### config.mk
export PLATFORM = sky130hd
export DESIGN_NAME = meter_countdown
export DESIGN_NICKNAME = d
export VERILOG_FILES = /design/src/rtl/meter_countdown.sv
export SDC_FILE = /design/constraint.sdc
export NUM_CORES = 1
export LEC_CHECK = 0
export CORE_MARGIN = 1.5
export CORE_UTILIZATION = 40
export DETAILED_ROUTE_END_ITERATION = 8
export SYNTH_ARGS = -nofsm -noshare
export SYNTH_HDL_FRONTEND = slang
export SYNTH_SLANG_ARGS = --single-unit
### constraint.sdc
create_clock -name clk -period 8.6 [get_ports clk]
set_clock_uncertainty 0.15 [all_clocks]
set_input_delay 0.86 -clock clk [delete_from_list [all_inputs] [get_ports clk]]
set_output_delay 0.86 -clock clk [all_outputs]
set_load 0.01 [all_outputs]
### src/rtl/meter_countdown.sv
// meter_countdown: parking-meter BCD countdown with add/load buttons and display blanking.
// Define METER_LOW_BLINK_EN to blink the display at 1 Hz while in the LOW state.
`timescale 1ns/1ps
module meter_countdown (
  input  logic        clk,
  input  logic        rst,
  input  logic        tick_1hz,
  input  logic        blink_clk,
  input  logic        add_60,
  input  logic        add_120,
  input  logic        add_180,
  input  logic        add_300,
  input  logic        set_15,
  input  logic        set_150,
  output logic [15:0] time_bcd,
  output logic        display_on,
  output logic        expired,
  output logic        low_time
);
  typedef enum logic [1:0] {EXPIRED, LOW, NORMAL} state_t;
  state_t st, st_nx;
  logic [7:0] din, q1, q2, ev;
  logic [15:0] amt, t_add, t_nx;
  logic [16:0] sum;
  logic low_disp, disp_nx;
  function automatic logic [16:0] bcd_add(input logic [15:0] a, input logic [15:0] b);
    logic [4:0] s;
    logic c;
    logic [15:0] r;
    c = 1'b0;
    r = 16'h0000;
    for (int i = 0; i < 4; i++) begin
      s = {1'b0, a[4*i+:4]} + {1'b0, b[4*i+:4]} + {4'b0000, c};
      c = s > 5'd9;
      r[4*i+:4] = c ? s[3:0] + 4'd6 : s[3:0];
    end
    return {c, r};
  endfunction
  function automatic logic [15:0] bcd_dec(input logic [15:0] a);
    logic b;
    logic [15:0] r;
    b = 1'b1;
    r = a;
    for (int i = 0; i < 4; i++) begin
      if (b) begin
        r[4*i+:4] = (a[4*i+:4] == 4'd0) ? 4'd9 : a[4*i+:4] - 4'd1;
        b = (a[4*i+:4] == 4'd0);
      end
    end
    return r;
  endfunction
  assign din = {set_150, set_15, add_300, add_180, add_120, add_60, blink_clk, tick_1hz};
  assign ev  = q1 & ~q2;
`ifdef METER_LOW_BLINK_EN
  assign low_disp = q1[0];
`else
  assign low_disp = 1'b1;
`endif
  always_comb begin
    amt     = ev[5] ? 16'h0300 : ev[4] ? 16'h0180 : ev[3] ? 16'h0120 : ev[2] ? 16'h0060 : 16'h0000;
    sum     = bcd_add(time_bcd, amt);
    t_add   = sum[16] ? 16'h9999 : sum[15:0];
    t_nx    = ev[7] ? 16'h0150 : ev[6] ? 16'h0015 :
              (ev[0] && t_add != 16'h0000) ? bcd_dec(t_add) : t_add;
    st_nx   = (t_nx == 16'h0000) ? EXPIRED : (t_nx < 16'h0180) ? LOW : NORMAL;
    disp_nx = (st_nx == NORMAL) ? 1'b1 : (st_nx == LOW) ? low_disp : q1[1];
  end
  // Sync flops reset high so a button held through reset release is not an event.
  always_ff @(posedge clk or posedge rst) begin
    if (rst) begin
      q1         <= '1;
      q2         <= '1;
      time_bcd   <= 16'h0000;
      st         <= EXPIRED;
      display_on <= 1'b0;
    end else begin
      q1         <= din;
      q2         <= q1;
      time_bcd   <= t_nx;
      st         <= st_nx;
      display_on <= disp_nx;
    end
  end
  assign expired  = (st == EXPIRED);
  assign low_time = (st == LOW);
endmodule

# Word level (Yosys, flattened, before mapping)
# Index checks and enable logic that the tools add are counted.
# totals
regBits	35
input_bits	10
wordCells	61
# classes
n_addsub	14
order_cmp	5
n_eq_ne	3
mux	24
bitwise	2
n_reduce_logical	8
# op_table
op	count
2-to-1 mux 16 bit	4
2-to-1 mux 4 bit	10
greater-than comparator 5 x 4 -> 1 bit (second input constant)	4
2-to-1 mux 9 bit	2
zero test 16 bit	1
zero test 4 bit	4
< comparator 16 x 9 -> 1 bit (second input constant)	1
nonzero test 16 bit	1
subtractor 4 x 1 -> 4 bit (second input constant)	4
adder 5 x 1 -> 5 bit	3
adder 4 x 3 -> 4 bit (second input constant)	3
adder 4 x 4 -> 5 bit	2
2-to-1 mux 10 bit	1
bitwise AND 8 bit	1
NOT 8 bit	1
2-to-1 mux 7 bit	1
adder 4 x 1 -> 5 bit (second input constant)	1
adder 4 x 2 -> 5 bit	1
equality test 2 x 1 -> 1 bit (second input constant)	2
2-to-1 mux 1 bit	4
2-to-1 mux 2 bit	2
equality test 2 bit (second input constant)	1
zero test 2 bit	1
logical AND 1 bit	1

# Longest topological paths before layout
# Gate-level depths: netlist (run 1).
# depth
word_depth	28
depth_mapped	36
mapped_depth_nobuf	34

# Worst setup path before layout (run 1)
# Ideal clock, no wire load.
# synth_path
path_type	register to register
from	register time_bcd[1]
to	register display_on
setup_time_ps	131
arrival_time_ps	6950
path_slack_ps	1368
stages_incl_launch_ff	35
path_buffers	2
path_cell_list	dfrtp_1 -> inv_1 -> ha_1 -> inv_1 -> ha_1 -> buf_2 -> a31o_2 -> and2_1 -> ha_1 -> inv_1 -> fa_1 -> and2b_1 -> o21ai_0 -> and2_1 -> o21ai_0 -> fa_1 -> inv_1 -> fa_1 -> clkbuf_1 -> a211oi_1 -> ha_1 -> ha_1 -> o21a_1 -> nor2_1 -> nor3_1 -> nor2_1 -> ha_1 -> nor2b_1 -> o21a_1 -> nand2_1 -> nor4b_4 -> o31a_1 -> nor3_1 -> nand4_1 -> or3_1
# synth_via
elab_chain_len	22
elab_cells_between_ends	45
# synth_lines
element	line	source
from (decl)	15	output logic [15:0] time_bcd,
from (signal assigned)	79	time_bcd <= t_nx;
adder 4 x 4 -> 5 bit (*)	33	s = {1'b0, a[4*i+:4]} + {1'b0, b[4*i+:4]} + {4'b0000, c};
greater-than comparator 5 x 4 -> 1 bit	34	c = s > 5'd9;
adder 5 x 1 -> 5 bit	33	
greater-than comparator 5 x 4 -> 1 bit	34	
adder 5 x 1 -> 5 bit	33	
greater-than comparator 5 x 4 -> 1 bit	34	
adder 5 x 1 -> 5 bit	33	
greater-than comparator 5 x 4 -> 1 bit	34	
[... 6 more ...]	-	
2-to-1 mux 16 bit (*) (2 in a row)	63	t_nx = ev[7] ? 16'h0150 : ev[6] ? 16'h0015 :
< comparator 16 x 9 -> 1 bit	65	st_nx = (t_nx == 16'h0000) ? EXPIRED : (t_nx < 16'h0180) ? LOW : NORMAL;
2-to-1 mux 2 bit	65	
2-to-1 mux 2 bit (*)	65	
equality test 2 x 1 -> 1 bit	66	disp_nx = (st_nx == NORMAL) ? 1'b1 : (st_nx == LOW) ? low_disp : q1[1];
2-to-1 mux 1 bit	66	
2-to-1 mux 1 bit (*)	66	
net disp_nx	25	logic low_disp, disp_nx;
to (signal assigned)	81	display_on <= disp_nx;
to (decl)	16	output logic display_on,
# Mark *: on every way through the listed nets, which the timed path passes.

# Worst setup path in the final report (run 1)
# Same ends and word-level chain as after synthesis.

==> flow_summary.toml, run 1 <==
[logic_synthesis]
ys_seq_area_share_pct = 32.57
ys_types = 70
syn_inst = 295
ys.flop_type = "dfrtp_1"
synth_xor_area_share_pct = 1.640
synth-adder-area-share_pct = 8.341
synthesis.area_um2 = 2670
muxShareOfSynthArea_pct = 2.249
synth_nets = 321
synth-async-reset-ratio_pct = 100.0
synth_top_area_share_pct = 17.81
synth_edf_count = 0
synth_compound_area_share_pct = 22.59
synth_warnings = 0
synth_top_family_by_area = "simple AND/OR/NAND/NOR gates"
synth_area_leader_cell = "dfrtp_1"
yosys-top-cells-area = "dfrtp_1 18%, dfstp_2 15%, ha_1 6.1%"
synthSimpleGateAreaFrac_pct = 29.05
synthesis.area_per_instance_um2 = 9.051
synth.ff_latch_count = 34

[routing]
drc_errors = 0
wirelength_mm = 6.158
avgRoutedWirePerCell_um = 15.24
vias = 2319
via_per_inst = 5.740
drt_iter0_drc = 124
ant_nets = 0
first_pass_iters = 6

[critical_path]
r2r-start = "time_bcd[1]"
cp.arrival_ns = 7.85
cp_max_fo = 10
required_ns = 8.61
start_kind = "register"
critical_path.max_stage_delay_ns = 0.51
slowest_stage = "fa_1"
crit_type = "reg2reg"
r2r_slack_ns = 0.75
worst_setup_path_end_kind = "register"
worstRegToRegCells = 34
critPathMostFrequentCell = "ha_1"
reg2reg_to = "display_on"

[floorplanning]
dieArea_um2 = 7174
die_w_um = 84.70
pin_count = 29
die-height_um = 84.70
start_util_pct = 41.81
fp.coreArea_um2 = 6386
rows = 29

[clock_tree]
ctsHoldBuffers = 0
cts.reportedPaths.clkPinSlew_ns = 0.08
cts_made_buffers = 5
clock_sinks = 34
post_cts_resized = 0
clkLatencyLatePin_ns = 0.29
htree_levels = 2
cts_tree = "yes"
clk_path_buf_depth = 2
root_buffer = "clkbuf_8"
postCtsSetupRepairBufs = 0

[grt]
grt_pass1_vias = 2166
overflow = 0
grt_pass1_wl_mm = 10.49
grt.total_usage_pct = 18.17
antenna_found_initial = 0
grt_max_degree = 35

[final_layout]
areaGrowthSynthToFinish_pct = 18.79
antenna_cells = 0
drive_gt1_share_pct = 16.21
nNetsFinal = 352
final_cell_mix = "28 x clkdlybuf4s50_1, 24 x nand2_1, 24 x nor2_1, 19 x dfrtp_1, 17 x a21oi_1"
finalInstanceArea_um2 = 3172
multi_input_area_um2 = 1705
ff_latch_area_um2 = 869.6
fin_util_pct = 49.67
final_common_cell = "clkdlybuf4s50_1"
fillers = 611
fin_cells = 404

[timing]
min_period_ns = 7.845
tightest_slew_ns = 0.7714
tns_ns = 0
max_freq_mhz = 127.5
setup_viol = 0
slew_headroom_pct = 48.34
timing.final.hold_violations = 0
finalMaxSlewViolations = 0
rsz0062_at_grt = "false"
finalCritPeriodShare_pct = 91.22

[pwr]
p_per_area_nw_per_um2 = 355.4
ir_worst_vdd_uv = 247.5
leakagePower_nw = 1.263
power_w = 0.001127

[placement]
placed_area_um2 = 3034
port_buffers = 28
hpwl_mm = 4.714
dp_cells = 396
globalplace.congestion = 0.8831

[hold_path]
whs_path_depth = 0
hold_end = "q2[5]"
hold_start = "q1[5]"
hold_class = "reg2reg"

[run]
cap_violations = 0

[status]
status = "finished clean"
## worst max-delay path: cells and delay by family, from the launching register on
kind | cells | cell delay (ns)
AOI/OAI and AO/OA | 9 | 1.73
adders and majority gates | 9 | 2.70
buffers and inverters | 4 | 0.29
DFF | 1 | 0.46
and+or+nand+nor | 12 | 2.38
## area by class of cell
type                            count  area share (%)
Multi-Input combinational cell    238           53.77
Clock inverter                      3           2.170
Timing Repair Buffer               31           9.546
Clock buffer                        5           2.170
Inverter                           16           1.893
Tap cell                           77           3.037
Sequential cell                    34           27.42
## worst max path at each step
stage | cells after the start | to | startpoint
floorplan | 34 | display_on | time_bcd[1]
global placement | 34 | display_on | time_bcd[1]
detailed placement | 34 | display_on | time_bcd[1]
CTS | 34 | display_on | time_bcd[1]
global route | 34 | display_on | time_bcd[1]
finish | 34 | display_on | time_bcd[1]
## cells by family (layout without fill, tap and decap cells)
family,count (synthesis),after routing
AOI/OAI and AO/OA,81,81
adders and majority gates,16,16
and+or+nand+nor,130,130
xor gates and xnor gates,5,5
buffers and inverters,23,55
muxes,6,6
DFF,34,34
## state kept, by name, summed over array words and instances, names as in the netlist
signal and cells:
time_bcd 16, q2 7, q1 8, display_on 1
st 2
## report_power, final
group | internal (W) | switching [W]
Clock | 0.000116 | 0.0000639
Sequential | 0.000194 | 0.0000339
Combinational | 0.000301 | 0.000419
Total | 0.000611 | 0.000516
## per-layer routing
layer  track usage [%]  share of wire [%]  vias up
met3             2.360                4.7        6
met4             5.425                1.0        0
met5                 0                  0        -
met2             28.21                 45       68
met1             26.43                 49     1090
li1                  -                  -     1155
## cells in the mapped netlist, types with 3 or more instances
cell type  number
or2_2           6
a31oi_1         3
fa_1            3
or3_1           5
a211oi_1        5
inv_1          16
and3_1          4
a21o_1          4
ha_1           13
nor2_1         24
nand2b_1       12
o21ai_0        13
nor2b_1        10
nand4_1         7
nand4b_1        4
clkbuf_1        5
a21oi_1        17
o211ai_1        4
o21ai_1         3
nand2_1        24
dfrtp_1        19
xor2_1          3
mux2i_1         6
dfstp_2        15
nand3_1         4
nor3_1          6
and2_1          4
## stage by stage
stage | setup slack, ns | hold slack (ns)
6_report | 0.7547 | 0.2159
5_1_grt | 0.07434 | 0.2174
3_5_place_dp | 0.8112 | 0.2085
2_1_floorplan | 1.368 | 0.2010
3_3_place_gp | 1.045 | 0.2079
4_1_cts | 0.7678 | 0.2180
(Power assumes the default switching activity.)
==> run 2: changes to the inputs <==
CORE_ASPECT_RATIO = 0.7   (was unset)
CORE_MARGIN = 1   (was 1.5)
==> run 2 against run 1 <==
Die area shrank 2.3%. Cell area decreased by 0.51%. Maximum frequency decreased by 1.3%. Flip-flop and latch count unchanged. Sequential share of layout area grew 0.14 points. Critical path depth grew 1. Count of clock-buffer cells in the layout grew 2. Register-to-register slack lost 0.10 ns. Combinational power is 1% higher.
==> flow_summary.toml, run 2 (synthesized netlist as in run 1, its figures left out) <==
[clock_tree]
cts_tree = "yes"
clk_path_buf_depth = 2
root_buffer = "clkbuf_8"
htree_levels = 2
clkLatencyLatePin_ns = 0.28
clock_sinks = 34
postCtsSetupRepairBufs = 0
cts_made_buffers = 5
ctsHoldBuffers = 0
cts.reportedPaths.clkPinSlew_ns = 0.07

[floorplanning]
die_w_um = 99.65
dieArea_um2 = 7011
rows = 24
start_util_pct = 42.14
die-height_um = 70.36
pin_count = 29
fp.coreArea_um2 = 6336

[final_layout]
fin_util_pct = 49.80
fillers = 611
largest_reg_flops = 16
final_common_cell = "clkdlybuf4s50_1"
areaGrowthSynthToFinish_pct = 18.18
final_cell_mix = "28 x clkdlybuf4s50_1, 24 x nand2_1, 24 x nor2_1, 19 x dfrtp_1, 17 x a21oi_1"
largest_register = "time_bcd"
fin_cells = 419
drive_gt1_share_pct = 16.46
antenna_cells = 0
nNetsFinal = 353
reg_top3 = "time_bcd x16, q1 x8, q2 x7"

[grt]
overflow = 0
grt_max_degree = 35
grt_pass1_wl_mm = 10.10
grt.total_usage_pct = 18.18
grt_pass1_vias = 2063
antenna_found_initial = 0

[run]
cap_violations = 0

[critical_path]
r2r-start = "time_bcd[1]"
cp_max_fo = 10
cp.arrival_ns = 7.95
critical_path.max_stage_delay_ns = 0.52
worstRegToRegCells = 35
reg2reg_to = "display_on"
crit_type = "reg2reg"
slowest_stage = "fa_1"
r2r_slack_ns = 0.65
start_kind = "register"
worst_setup_path_end_kind = "register"
required_ns = 8.61
critPathMostFrequentCell = "ha_1"

[routing]
wirelength_mm = 6.227
first_pass_iters = 4
ant_nets = 0
drc_errors = 0
avgRoutedWirePerCell_um = 14.86
vias = 2335
drt_iter0_drc = 123
via_per_inst = 5.573

[hold_path]
whs_path_depth = 0
hold_start = "q1[5]"
hold_class = "reg2reg"
hold_end = "q2[5]"

[placement]
globalplace.congestion = 0.8231
dp_cells = 411
dp_slack_ns = 0.7121
port_buffers = 28
hpwl_mm = 4.690

[timing]
slew_headroom_pct = 49.00
finalMaxSlewViolations = 0
max_freq_mhz = 125.9
rsz0062_at_grt = "false"
setup_viol = 0
finalCritPeriodShare_pct = 92.39
holdWs_ns = 0.2142
tns_ns = 0
timing.final.ws_setup_ns = 0.6541
tightest_slew_ns = 0.7614
timing.final.hold_violations = 0
min_period_ns = 7.946

[pwr]
p_per_area_nw_per_um2 = 342.3
leakagePower_nw = 1.248
ir_worst_vdd_uv = 147.8

[status]
status = "finished clean"
run 2: changes by cell type in the layout (fill, tap and decap cells not counted), sizes merged:
cell	previous run	this run
bufinv	2	0
clkbuf	5	7
buf	3	4
run 2: where the power goes:
group / total (W) / internal (W) / switching (W)
logic: 0.000730 / 0.000304 / 0.000426
clock network: 0.000122 / 0.0000646 / 0.0000579
registers: 0.000227 / 0.000194 / 0.0000336
run 2: through the flow:
| step | power [W] | cell area (µm²) |
|---|---|---|
| floorplan | 0.0007649 | 2670 |
| global placement | 0.0009469 | 3059 |
| detailed placement | 0.0009477 | 3059 |
| CTS | 0.001076 | 3151 |
| global route | 0.001171 | 3156 |
| finish | 0.001080 | 3156 |
run 2: cell type report:
class	instances	area, µm²	share of cell area, %
multi-input cells	238	1710	54.20
flip-flops and latches	34	869.6	27.56
clock buffers	7	86.33	2.736
repair buffers	32	310.3	9.833
inverters	16	60.06	1.903
clock inverters	1	5.005	0.1586
well taps	91	113.9	3.608
run 2: what timing repair did:
item | in CTS | in global routing
endpoints found under the hold margin | 0 | 0
endpoints found under the setup margin | 0 | 1
resized for setup | 0 | 1
run 2: worst max path at each step:
stage                            from         end  slack (ns)  depth (start not counted)
after floorplan           time_bcd[1]  display_on        1.37                         34
after global placement    time_bcd[1]  display_on        0.83                         35
after detailed placement  time_bcd[1]  display_on        0.71                         35
after CTS                 time_bcd[1]  display_on        0.67                         35
after global routing      time_bcd[1]  display_on        0.02                         35
final                     time_bcd[1]  display_on        0.65                         35
run 2: metal layers:
layer / GRT usage [%] / share of wire, % / vias to the layer above
met5: 0 / 0 / -
met4: 3.431 / 0.58 / 0
met3: 3.804 / 4.6 / 4
met2: 25.69 / 40 / 66
met1: 28.10 / 55 / 1105
li1: - / - / 1160
run 2: critical path: cells and delay by family (launching register included):
kind / cells / cell delay [ns]
AO/OA/AOI/OAI: 9 / 1.62
adder cells (fa/ha/maj): 9 / 2.70
buffers and inverters: 5 / 0.49
flip-flops: 1 / 0.46
AND/OR/NAND/NOR: 12 / 2.39
